[src/rtl/product_accumulator_if.sv]
// product_accumulator_if: product-in / result-out handshake bundle for the product accumulator.
interface product_accumulator_if #(
    parameter int ACC_W = 12,
    parameter int CNT_W = 4
);
    logic             start;
    logic [CNT_W-1:0] len;
    logic             prod_valid;
    logic [7:0]       product;
    logic             prod_ready;
    logic             acc_valid;
    logic [ACC_W-1:0] acc_out;
    logic             overflow;
    logic             acc_ready;
    logic             busy;
    modport master (
        output start, len, prod_valid, product, acc_ready,
        input  prod_ready, acc_valid, acc_out, overflow, busy
    );
    modport slave (
        input  start, len, prod_valid, product, acc_ready,
        output prod_ready, acc_valid, acc_out, overflow, busy
    );
endinterface

[src/rtl/product_accumulator.sv]
// product_accumulator: sums a programmed number of 8-bit products and hands off the result.
module product_accumulator #(
    parameter int ACC_W = 12,
    parameter int CNT_W = 4
) (
    input logic clk,
    input logic rst,
    product_accumulator_if.slave bus
);
    typedef enum logic [1:0] {IDLE, ACCUM, DONE} state_t;
    state_t           r_state, w_next;
    logic [ACC_W-1:0] r_acc;
    logic             r_ovf;
    logic [CNT_W-1:0] r_cnt;
    logic             w_xfer;
    logic [ACC_W:0]   w_sum;
    assign w_xfer = bus.prod_valid && r_state == ACCUM;
    assign w_sum = {1'b0, r_acc} + {{(ACC_W-7){1'b0}}, bus.product};
    // Handshake outputs decode state only, so no input reaches an output combinationally.
    assign bus.prod_ready = r_state == ACCUM;
    assign bus.acc_valid = r_state == DONE;
    assign bus.busy = r_state != IDLE;
    assign bus.acc_out = r_acc;
    assign bus.overflow = r_ovf;
    always_comb begin
        w_next = r_state;
        if (r_state == IDLE && bus.start)
            w_next = bus.len == '0 ? DONE : ACCUM;
        else if (w_xfer && r_cnt == CNT_W'(1))
            w_next = DONE;
        else if (r_state == DONE && bus.acc_ready)
            w_next = IDLE;
    end
    always_ff @(posedge clk or posedge rst) begin
        if (rst) begin
            r_state <= IDLE;
            r_acc <= '0;
            r_ovf <= 1'b0;
            r_cnt <= '0;
        end else begin
            r_state <= w_next;
            if (r_state == IDLE && bus.start) begin
                r_acc <= '0;
                r_ovf <= 1'b0;
                r_cnt <= bus.len;
            end else if (w_xfer) begin
                r_acc <= w_sum[ACC_W-1:0];
                r_ovf <= r_ovf | w_sum[ACC_W];
                r_cnt <= r_cnt - 1'b1;
            end
        end
    end
endmodule
[src/flat_wrapper.sv]
// flat-port wrapper written by rule: the top's interface ports become plain ports
module product_accumulator_flat 
#(
    parameter int ACC_W = 12,
    parameter int CNT_W = 4
)
  (clk, rst, bus_start, bus_len, bus_prod_valid, bus_product, bus_acc_ready, bus_prod_ready, bus_acc_valid, bus_acc_out, bus_overflow, bus_busy);
  product_accumulator_if #(.ACC_W(ACC_W), .CNT_W(CNT_W)) bus_i ();
  input logic clk;
  input logic rst;
  input wire logic [$bits(bus_i.start)-1:0] bus_start;
  input wire logic [$bits(bus_i.len)-1:0] bus_len;
  input wire logic [$bits(bus_i.prod_valid)-1:0] bus_prod_valid;
  input wire logic [$bits(bus_i.product)-1:0] bus_product;
  input wire logic [$bits(bus_i.acc_ready)-1:0] bus_acc_ready;
  output wire logic [$bits(bus_i.prod_ready)-1:0] bus_prod_ready;
  output wire logic [$bits(bus_i.acc_valid)-1:0] bus_acc_valid;
  output wire logic [$bits(bus_i.acc_out)-1:0] bus_acc_out;
  output wire logic [$bits(bus_i.overflow)-1:0] bus_overflow;
  output wire logic [$bits(bus_i.busy)-1:0] bus_busy;
  assign bus_i.start = bus_start;
  assign bus_i.len = bus_len;
  assign bus_i.prod_valid = bus_prod_valid;
  assign bus_i.product = bus_product;
  assign bus_i.acc_ready = bus_acc_ready;
  assign bus_prod_ready = bus_i.prod_ready;
  assign bus_acc_valid = bus_i.acc_valid;
  assign bus_acc_out = bus_i.acc_out;
  assign bus_overflow = bus_i.overflow;
  assign bus_busy = bus_i.busy;
  product_accumulator #(.ACC_W(ACC_W), .CNT_W(CNT_W)) u_core (.clk(clk), .rst(rst), .bus(bus_i));
endmodule
[config.mk]
export PLATFORM = sky130hd
export DESIGN_NAME = product_accumulator_flat
export DESIGN_NICKNAME = d
export VERILOG_FILES = /design/src/rtl/product_accumulator_if.sv /design/src/rtl/product_accumulator.sv /design/src/flat_wrapper.sv
export SDC_FILE = /design/constraint.sdc
export NUM_CORES = 1
export LEC_CHECK = 0
export CORE_ASPECT_RATIO = 0.8
export CORE_MARGIN = 3
export CORE_UTILIZATION = 46
export DETAILED_ROUTE_END_ITERATION = 7
export DONT_BUFFER_PORTS = 1
export PLACE_DENSITY_LB_ADDON = 0.08
export SLEW_MARGIN = 20
export SYNTH_ARGS = -nofsm -noshare
export SYNTH_HDL_FRONTEND = slang
export SYNTH_SLANG_ARGS = --single-unit
[constraint.sdc]
create_clock -name clk -period 1.7 [get_ports clk]
set_input_delay 0.085 -clock clk [delete_from_list [all_inputs] [get_ports clk]]
set_output_delay 0.085 -clock clk [all_outputs]
set_load 0.03 [all_outputs]
---- Word level (Yosys, flattened, before mapping) ----
Cells that the tools add are included.
storage, ports and cells
  register bits ........................... 19
  output and inout bits ................... 16
  logic and storage cells ................. 29
operators by class
  add/sub/neg operators ................... 2
  equal/unequal tests ..................... 3
  mux-type cells .......................... 10
  bitwise gates (word level) .............. 1
  reduce and logical (&&, ||, !) cells .... 9
operator list
  cell                                                                   number
  12-bit 2-to-1 mux                                                      2
  12-bit by 8-bit adder with 13-bit output                               1
  2-bit 2-to-1 mux                                                       4
  4-bit 2-to-1 mux                                                       2
  4-bit by 1-bit equality test with 1-bit output, second input constant  1
  1-bit logical AND                                                      4
  4-bit zero test                                                        1
  2-bit nonzero test                                                     2
  4-bit by 1-bit subtractor with 4-bit output, second input constant     1
  3-bit nonzero test                                                     1
  2-bit by 1-bit equality test with 1-bit output, second input constant  1
  2-bit equality test, second input constant                             1
  2-bit zero test                                                        1
  1-bit 2-to-1 mux                                                       2
  1-bit bitwise OR                                                       1

---- Logic depth before layout (Yosys ltp) ----
Gate-level depths: netlist of the first run.
  word-level depth ........................ 5
  depth in mapped cells ................... 8
  gate-level depth less buffers ........... 8

---- Worst setup path before layout of the first run ----
Ideal clock, no wire load.
  kind .................................... reg-to-reg
  start point ............................. register u_core.r_acc[0], in the netlist u_core.bus.acc_out[0]
  end point ............................... register u_core.r_acc[8], in the netlist u_core.bus.acc_out[8]
  setup time .............................. 69 ps
  arrival ................................. 2,013 ps
  data required time ...................... 1,631 ps
  slack ................................... -382 ps
  stages on the path, launching flop included .. 9
  clock period less this slack ............ 2,082 ps
  cells stage by stage .................... dfrtp_1 > ha_1 > inv_1 > fa_1 > nor2b_1 > o2111ai_2 > a2111oi_0 > a41oi_1 > nand3_1
between the ends
  longest elaborated chain between the ends .. 3
RTL lines
  element                                   line                       source
  from (decl)                               product_accumulator.sv:12  logic [ACC_W-1:0] r_acc;
  from (signal assigned)                    product_accumulator.sv:47  r_acc <= w_sum[ACC_W-1:0];
  12-bit by 8-bit adder with 13-bit output  product_accumulator.sv:18  assign w_sum = {1'b0, r_acc} + {{(ACC_W-7){1'b0}}, bus.product};
  12-bit 2-to-1 mux                         product_accumulator.sv:46  end else if (w_xfer) begin
  12-bit 2-to-1 mux                         product_accumulator.sv:42  if (r_state == IDLE && bus.start) begin
No other way between the ends. The select of a mux whose other input is x is not followed.
A chain may end at the register's enable or synchronous reset.

---- Final worst setup path of the first run ----
Ends and elaborated chain as after synthesis.

==> run_results.csv, run 1 <==
group,metric,value,unit
finish,seq_area,481.7,µm²
worst_setup_path,cp_max_fo,4,
run_status,violations,"setup timing",
global_route,grt_pass1_wl,5430,µm
worst_setup_path,cp-start-kind,"flip-flop",
place,hpwlAfterDp,2361,µm
drt,antenna_left,0,
logic_synthesis,synth_top_area_share,35.98,%
place,dpl-instance-area,1556,µm²
drt,routed-via-count,1186,
logic_synthesis,yosys_warnings,0,
pwr,p_leak,0.7845,nW
timing,worst_hold_slack,6.032,ps
timing,hold_violations,0,
logic_synthesis,synth_flop_cell,"dfrtp_1",
worst_setup_path,worst_setup_path_end_kind,"flip-flop",
global_route,grt_max_degree,20,
finish,fillCellCount,207,
logic_synthesis,ys_seq_area_share,35.98,%
timing,max_slew_margin,49.23,%
floorplan,io_pins,33,
logic_synthesis,synth_edf_count,0,
floorplan,coreArea,2582,µm²
drt,viasPerCell,5.729,
floorplan,fp.dieH,53.94,µm
worst_setup_path,crit_arrival,2030,ps
cts,clock_latency,310,ps
logic_synthesis,synthesis.area,1321,µm²
place,io_buffers,0,
job,max-cap-violations,0,
cts,root_buffer,"clkbuf_4",
drt,wirelength,3311,µm
pwr,power_density,1890,nW/µm²
timing,rsz0062_at_grt,"yes",
finish,final_util,68.27,%
timing,worst_pin_slew,760.7,ps
timing,setup_ws,-70.70,ps
pwr,ir_worst_vdd,0.9491,mV
timing,period_share,104.2,%
drt,route.detailed.wl_per_inst,16.00,µm
logic_synthesis,synthesis.nets,170,
logic_synthesis,async_reset_ff_share,100.0,%
run_status,outcome,"complete, but fails checks",
logic_synthesis,ys_seq_elements,19,
global_route,grt_usage,20.24,%
drt,drtIter0Drc,47,
finish,fin_area,1763,µm²
floorplan,dieWidth,65.92,µm
logic_synthesis,synth_area_leader_cell,"dfrtp_1",
logic_synthesis,postSynthCellCount,142,
drt,drc,0,
worst_setup_path,crit_type,"flip-flop to flip-flop",
place,place.gp.congestion,0.8248,
cts,path_clk_slew,130,ps
worst_setup_path,crit_required,1960,ps
finish,n_antenna_cell,0,
cts,cts_tree,"yes",
pwr,p_total,3.332,mW
cts,cts_buffer_depth,2,
timing,finalSetupTns,-163.0,ps
finish,final_net_count,200,
logic_synthesis,syn_area_per_cell,9.305,µm²
logic_synthesis,ys_types,52,
cts,numCtsBuffers,3,
finish,multiInputGateArea,925.9,µm²
finish,fin_cells,207,
global_route,gr-total-overflow,0,
timing,min_period,1771,ps
drt,drtPass1Iterations,4,
finish,drive_above_1_share,38.01,%
finish,synthToLayoutAreaGrowth,33.43,%
timing,setup_viol,4,
place,post-place-ws,-154.8,ps
timing,slew_viol_final,0,
floorplan,fp-row-count,16,
cts,cts.htree.levels,1,
floorplan,initial_core_util,51.16,%
floorplan,die_area,3555,µm²
timing,clock.fmax,564.7,MHz
hold_path,hp-class,"input port to flip-flop",
logic_synthesis,synthTopCellsByArea,"dfrtp_1, ha_1, nand2_1",
global_route,grt_pass1_vias,1162,
cts,cts_sinks,19,
global_route,grt_antenna_before_repair,0,
place,dp.cells,194,
timing,fin_skew,12.01,ps
==> cell usage in the layout (no fill, tap or decap), types with 2 or more instances in the layout <==
master,count
a21oi_1,5
inv_2,2
o22ai_1,2
nor3_1,4
nand3_2,2
xnor2_1,3
inv_1,5
nand3_1,4
a31oi_1,3
dlygate4sd3_1,5
and2b_2,2
nand2_1,15
nor4_1,2
o21ai_0,10
dfrtp_1,14
a21o_1,4
buf_4,26
ha_4,5
ha_1,4
and3_1,2
clkbuf_4,3
nor2_1,6
nand2_2,2
dfrtp_2,5
xor2_1,3
==> worst max-delay path: stages, from the launching register on <==
cell	delay [ps]
dfrtp_2	400
ha_4	130
inv_2	30
fa_2	360
nor2b_4	160
o2111ai_4	170
a2111oi_4	320
a41oi_1	70
nand3_1	90
==> where the power goes <==
| part | switching, mW | internal, mW | leakage [nW] |
|---|---|---|---|
| Combinational | 1.21 | 0.985 | 0.542 |
| Clock | 0.163 | 0.0879 | 0.0177 |
| Sequential | 0.235 | 0.647 | 0.225 |
| Total | 1.61 | 1.72 | 0.784 |
==> final cells by class <==
type	instances	share of cell area (%)
Tap cell	36	2.555
Clock inverter	1	0.2839
Timing Repair Buffer	32	14.55
Clock buffer	3	1.278
Multi-Input combinational cell	109	52.52
Sequential cell	19	27.32
Inverter	7	1.490
==> cells by family (layout without fill, tap and decap cells) <==
| logic type | Yosys count | after routing | share of synthesized area [%] |
|---|---|---|---|
| simple gates | 49 | 49 | 20.84 |
| compound gates | 42 | 42 | 22.35 |
| flops | 19 | 19 | 35.99 |
| buf+inv | 14 | 43 | 5.113 |
| fa+ha+maj | 11 | 11 | 10.98 |
| xor+xnor | 6 | 6 | 3.978 |
| mux | 1 | 1 | 0.7576 |
==> synthesized netlist by cell type, types with 2 or more instances <==
library cell / instances
and3_1: 2
and2b_2: 2
a31oi_1: 4
nand2_1: 16
dfrtp_1: 19
buf_2: 2
nor3_1: 4
nand3_1: 5
a21o_1: 4
ha_1: 10
o21ai_0: 11
a21oi_1: 6
inv_1: 7
nor2_1: 6
nor4_1: 2
xnor2_1: 3
xor2_1: 3
o22ai_1: 2
==> state kept, by name, summed over array words and instances (netlist names) <==
name / cells
u_core.bus.overflow: 1
u_core.r_state: 2
u_core.bus.acc_out: 12
u_core.r_cnt: 4
==> routing by layer <==
| metal | vias up | share of wire (%) | track usage [%] |
|---|---|---|---|
| met5 | - | 0 | 0 |
| met4 | 0 | 0.39 | 2.069 |
| met3 | 2 | 4.2 | 5.219 |
| met2 | 24 | 50 | 36.44 |
| met1 | 584 | 45 | 25.45 |
| li1 | 576 | - | - |
==> final timing paths <==
check | start | endpoint | slack (ps) | cells after the start
max | u_core.bus.acc_out[0]$_DFFE_PP0P_ | u_core.bus.acc_out[8]$_DFFE_PP0P_ | -70 | 8
min | bus_start | u_core.r_state[1]$_DFFE_PP0P_ | 6 | 2
max reg2reg | u_core.bus.acc_out[0]$_DFFE_PP0P_ | u_core.bus.acc_out[8]$_DFFE_PP0P_ | -70 | 8
min reg2reg | u_core.r_cnt[3]$_DFFE_PP0P_ | u_core.r_cnt[3]$_DFFE_PP0P_ | 540 | 1
max in group asynchronous | rst | u_core.bus.acc_out[2]$_DFFE_PP0P_ | 840 | 2
min in group asynchronous | rst | u_core.r_cnt[3]$_DFFE_PP0P_ | 330 | 2
==> what timing repair did <==
action                                 in CTS  in global routing
hold buffers                                5                  0
pin swaps                                  10                  6
endpoints found under the hold margin      24                  0
setup endpoints to repair                   7                  7
buffers inserted                            1                  3
gates resized for setup                     9                  8
Power figures use the tool's default switching activity.
==> run 2, diff against run 1 <==
--- a/config.mk
+++ b/config.mk
@@ -5,9 +5,10 @@
 export SDC_FILE = /design/constraint.sdc
 export NUM_CORES = 1
 export LEC_CHECK = 0
+export ABC_AREA = 1
 export CORE_ASPECT_RATIO = 0.8
 export CORE_MARGIN = 3
-export CORE_UTILIZATION = 46
+export CORE_UTILIZATION = 56
 export DETAILED_ROUTE_END_ITERATION = 7
 export DONT_BUFFER_PORTS = 1
 export PLACE_DENSITY_LB_ADDON = 0.08
==> run 2 against run 1 <==
Global-route usage rose by 1.8 points. Sequential power decreased by 2.9%. Total power is 5.8% lower. Sequential share of layout area increased by 1.7 points. Critical path type unchanged. Register-to-register slack better by 180 ps. First-iteration DRC count rose by 57%. The flow now finishes without violations. Area after synthesis increased by 4.3%. Die area decreased by 13%. Largest power group unchanged.
==> run_results.csv, run 2 <==
group,metric,value,unit
run_status,outcome,"complete, no violations",
worst_setup_path,crit_start,"u_core.bus.acc_out[0]$_DFFE_PP0P_",
global_route,grt_usage,22.00,%
hold_path,hp-class,"input port to flip-flop",
timing,fin_skew,8.207,ps
place,hpwlAfterDp,2363,µm
floorplan,dieWidth,61.45,µm
drt,drtPass1Iterations,4,
global_route,grt_pass1_vias,1157,
timing,min_period,1594,ps
finish,largest_register_ffs,12,
finish,final_net_count,235,
worst_setup_path,regToRegStartpoint,"u_core.bus.acc_out[0]$_DFFE_PP0P_",
logic_synthesis,ys_seq_area_share,34.51,%
logic_synthesis,synth_common_cells,"nand2_1, inv_1, dfrtp_1, nor2_1, nand3_1",
finish,drive_above_1_share,21.36,%
floorplan,coreArea,2252,µm²
job,max-cap-violations,0,
worst_setup_path,rrSetupSlack,110,ps
logic_synthesis,synth_top_area_share,34.51,%
cts,path_clk_slew,120,ps
timing,setup_ws,106.1,ps
cts,numCtsBuffers,3,
worst_setup_path,cp_max_fo,5,
logic_synthesis,synthesis.nets,211,
hold_path,holdPathStages,2,
logic_synthesis,synth_flop_cell,"dfrtp_1",
pwr,comb_power_share,64.9,%
pwr,power_density,1910,nW/µm²
timing,clock.fmax,627.4,MHz
worst_setup_path,crit_arrival,1850,ps
place,dpl-instance-area,1505,µm²
global_route,grt_max_degree,20,
logic_synthesis,async_reset_ff_share,100.0,%
cts,cts_buffer_depth,2,
worst_setup_path,worst_setup_path_end_kind,"flip-flop",
finish,fin_area,1644,µm²
pwr,clockPowerShare,7.8,%
finish,synthToLayoutAreaGrowth,19.35,%
cts,cts_tree,"yes",
cts,cts_sinks,19,
pwr,p_leak,0.8354,nW
finish,final_common_cell,"nand2_1",
logic_synthesis,synth_area_leader_cell,"dfrtp_1",
drt,drtIter0Drc,74,
pwr,swShare,53.07,%
timing,setup_viol,0,
logic_synthesis,synthesis.area,1378,µm²
drt,drc,0,
floorplan,fp-row-count,15,
floorplan,initial_core_util,61.17,%
worst_setup_path,cp-start-kind,"flip-flop",
logic_synthesis,ys_types,34,
pwr,seqPwrFrac,27.3,%
floorplan,io_pins,33,
worst_setup_path,reg2reg_to,"u_core.bus.overflow$_DFFE_PP0P_",
finish,final_cell_mix,"nand2_1, inv_1, dfrtp_1, nor2_1, buf_4",
drt,route.detailed.wl_per_inst,14.22,µm
cts,clock_latency,310,ps
place,post-place-ws,89.68,ps
cts,cts.htree.levels,1,
timing,period_share,93.76,%
logic_synthesis,syn_area_per_cell,7.528,µm²
finish,final_util,73.00,%
drt,wirelength,3285,µm
global_route,gr-total-overflow,0,
logic_synthesis,yosysMostFrequentCell,"nand2_1",
global_route,grt_pass1_wl,5133,µm
timing,worst_pin_slew,758.7,ps
place,place.gp.congestion,0.8881,
drt,routed-via-count,1297,
finish,n_antenna_cell,0,
pwr,power_switching,1.667,mW
logic_synthesis,yosys_warnings,0,
pwr,p_int,1.474,mW
logic_synthesis,synth_edf_count,0,
global_route,grt_antenna_before_repair,0,
place,io_buffers,0,
worst_setup_path,worstRegToRegCells,8,
logic_synthesis,synthTopCellsByArea,"dfrtp_1, nand2_1, ha_1",
logic_synthesis,postSynthCellCount,183,
worst_setup_path,crit_required,1960,ps
hold_path,hold_end,"u_core.bus.acc_out[1]$_DFFE_PP0P_",
floorplan,fp.dieH,50.36,µm
cts,root_buffer,"clkbuf_4",
floorplan,die_area,3095,µm²
timing,hold_violations,0,
hold_path,holdCritStartpoint,"bus_prod_valid",
worst_setup_path,crit_type,"flip-flop to flip-flop",
timing,slew_viol_final,0,
drt,viasPerCell,5.615,
finish,fillCellCount,179,
pwr,ir_worst_vdd,0.9605,mV
drt,antenna_left,0,
timing,max_slew_margin,49.37,%
logic_synthesis,ys_seq_elements,19,
## run 2: what timing repair did
| action | in CTS | in global routing |
|---|---|---|
| setup endpoints to repair | 0 | 6 |
| resized for setup | 0 | 9 |
| buffers inserted | 0 | 2 |
| hold buffers | 6 | 0 |
| hold endpoints to repair | 25 | 0 |
## run 2: cells by family after synthesis
group	share of synthesized area (%)
AOI/OAI and AO/OA	12.72
xor gates and xnor gates	1.272
adders and majority gates	10.54
buffers and inverters	8.447
DFF	34.51
and+or+nand+nor	32.52
## run 2: how the worst max path moves through the flow
stage | to | slack (ps) | cells past startpoint
after floorplan | u_core.bus.acc_out[8]$_DFFE_PP0P_ | 60 | 9
after global placement | u_core.bus.acc_out[8]$_DFFE_PP0P_ | 140 | 9
after detailed placement | u_core.bus.acc_out[10]$_DFFE_PP0P_ | 90 | 9
after CTS | u_core.bus.acc_out[10]$_DFFE_PP0P_ | 70 | 9
after global routing | u_core.bus.acc_out[9]$_DFFE_PP0P_ | -2 | 9
final | u_core.bus.overflow$_DFFE_PP0P_ | 110 | 8
## run 2: layer usage
metal	share of wire, %	track usage [%]
met1	46	32.42
met2	45	32.04
met3	7.9	5.913
met4	1.0	4.947
met5	0	0
## run 2: worst max-delay path, cell delays in order, from the launching register on
cell	delay, ps
dfrtp_2	400
ha_4	130
inv_2	40
fa_2	390
o21ai_4	200
nand2_2	90
nand2_4	90
nand3_2	80
a21oi_2	140
## run 2: power by group through the flow
stage          Combinational, mW  Sequential, mW  Clock [mW]
6_report                    2.04           0.856       0.245
5_1_grt                     2.25           0.889       0.274
4_1_cts                     1.94           0.845       0.248
3_5_place_dp                1.92           0.854           0
3_3_place_gp                1.86           0.844           0
2_1_floorplan               1.21            1.08           0
## run 2: cell type report
type	instances	area [µm²]	share of cell area (%)
clock inverter	1	5.005	0.3044
timing repair buffer	20	165.2	10.05
clock buffer	3	22.52	1.370
tap	25	31.28	1.903
multi-input combinational	137	837.1	50.91
inverter	26	105.1	6.393
sequential	19	478.0	29.07
## run 2: through the flow
stage	TNS (ps)	total power, mW	cells	hold slack (ps)
after floorplan	0	2.288	183	35.99
after global placement	0	2.702	219	138.7
after detailed placement	0	2.773	219	152.2
after CTS	0	3.033	229	9.941
after global routing	-1.778	3.411	231	3.873
final	0	3.140	231	11.84
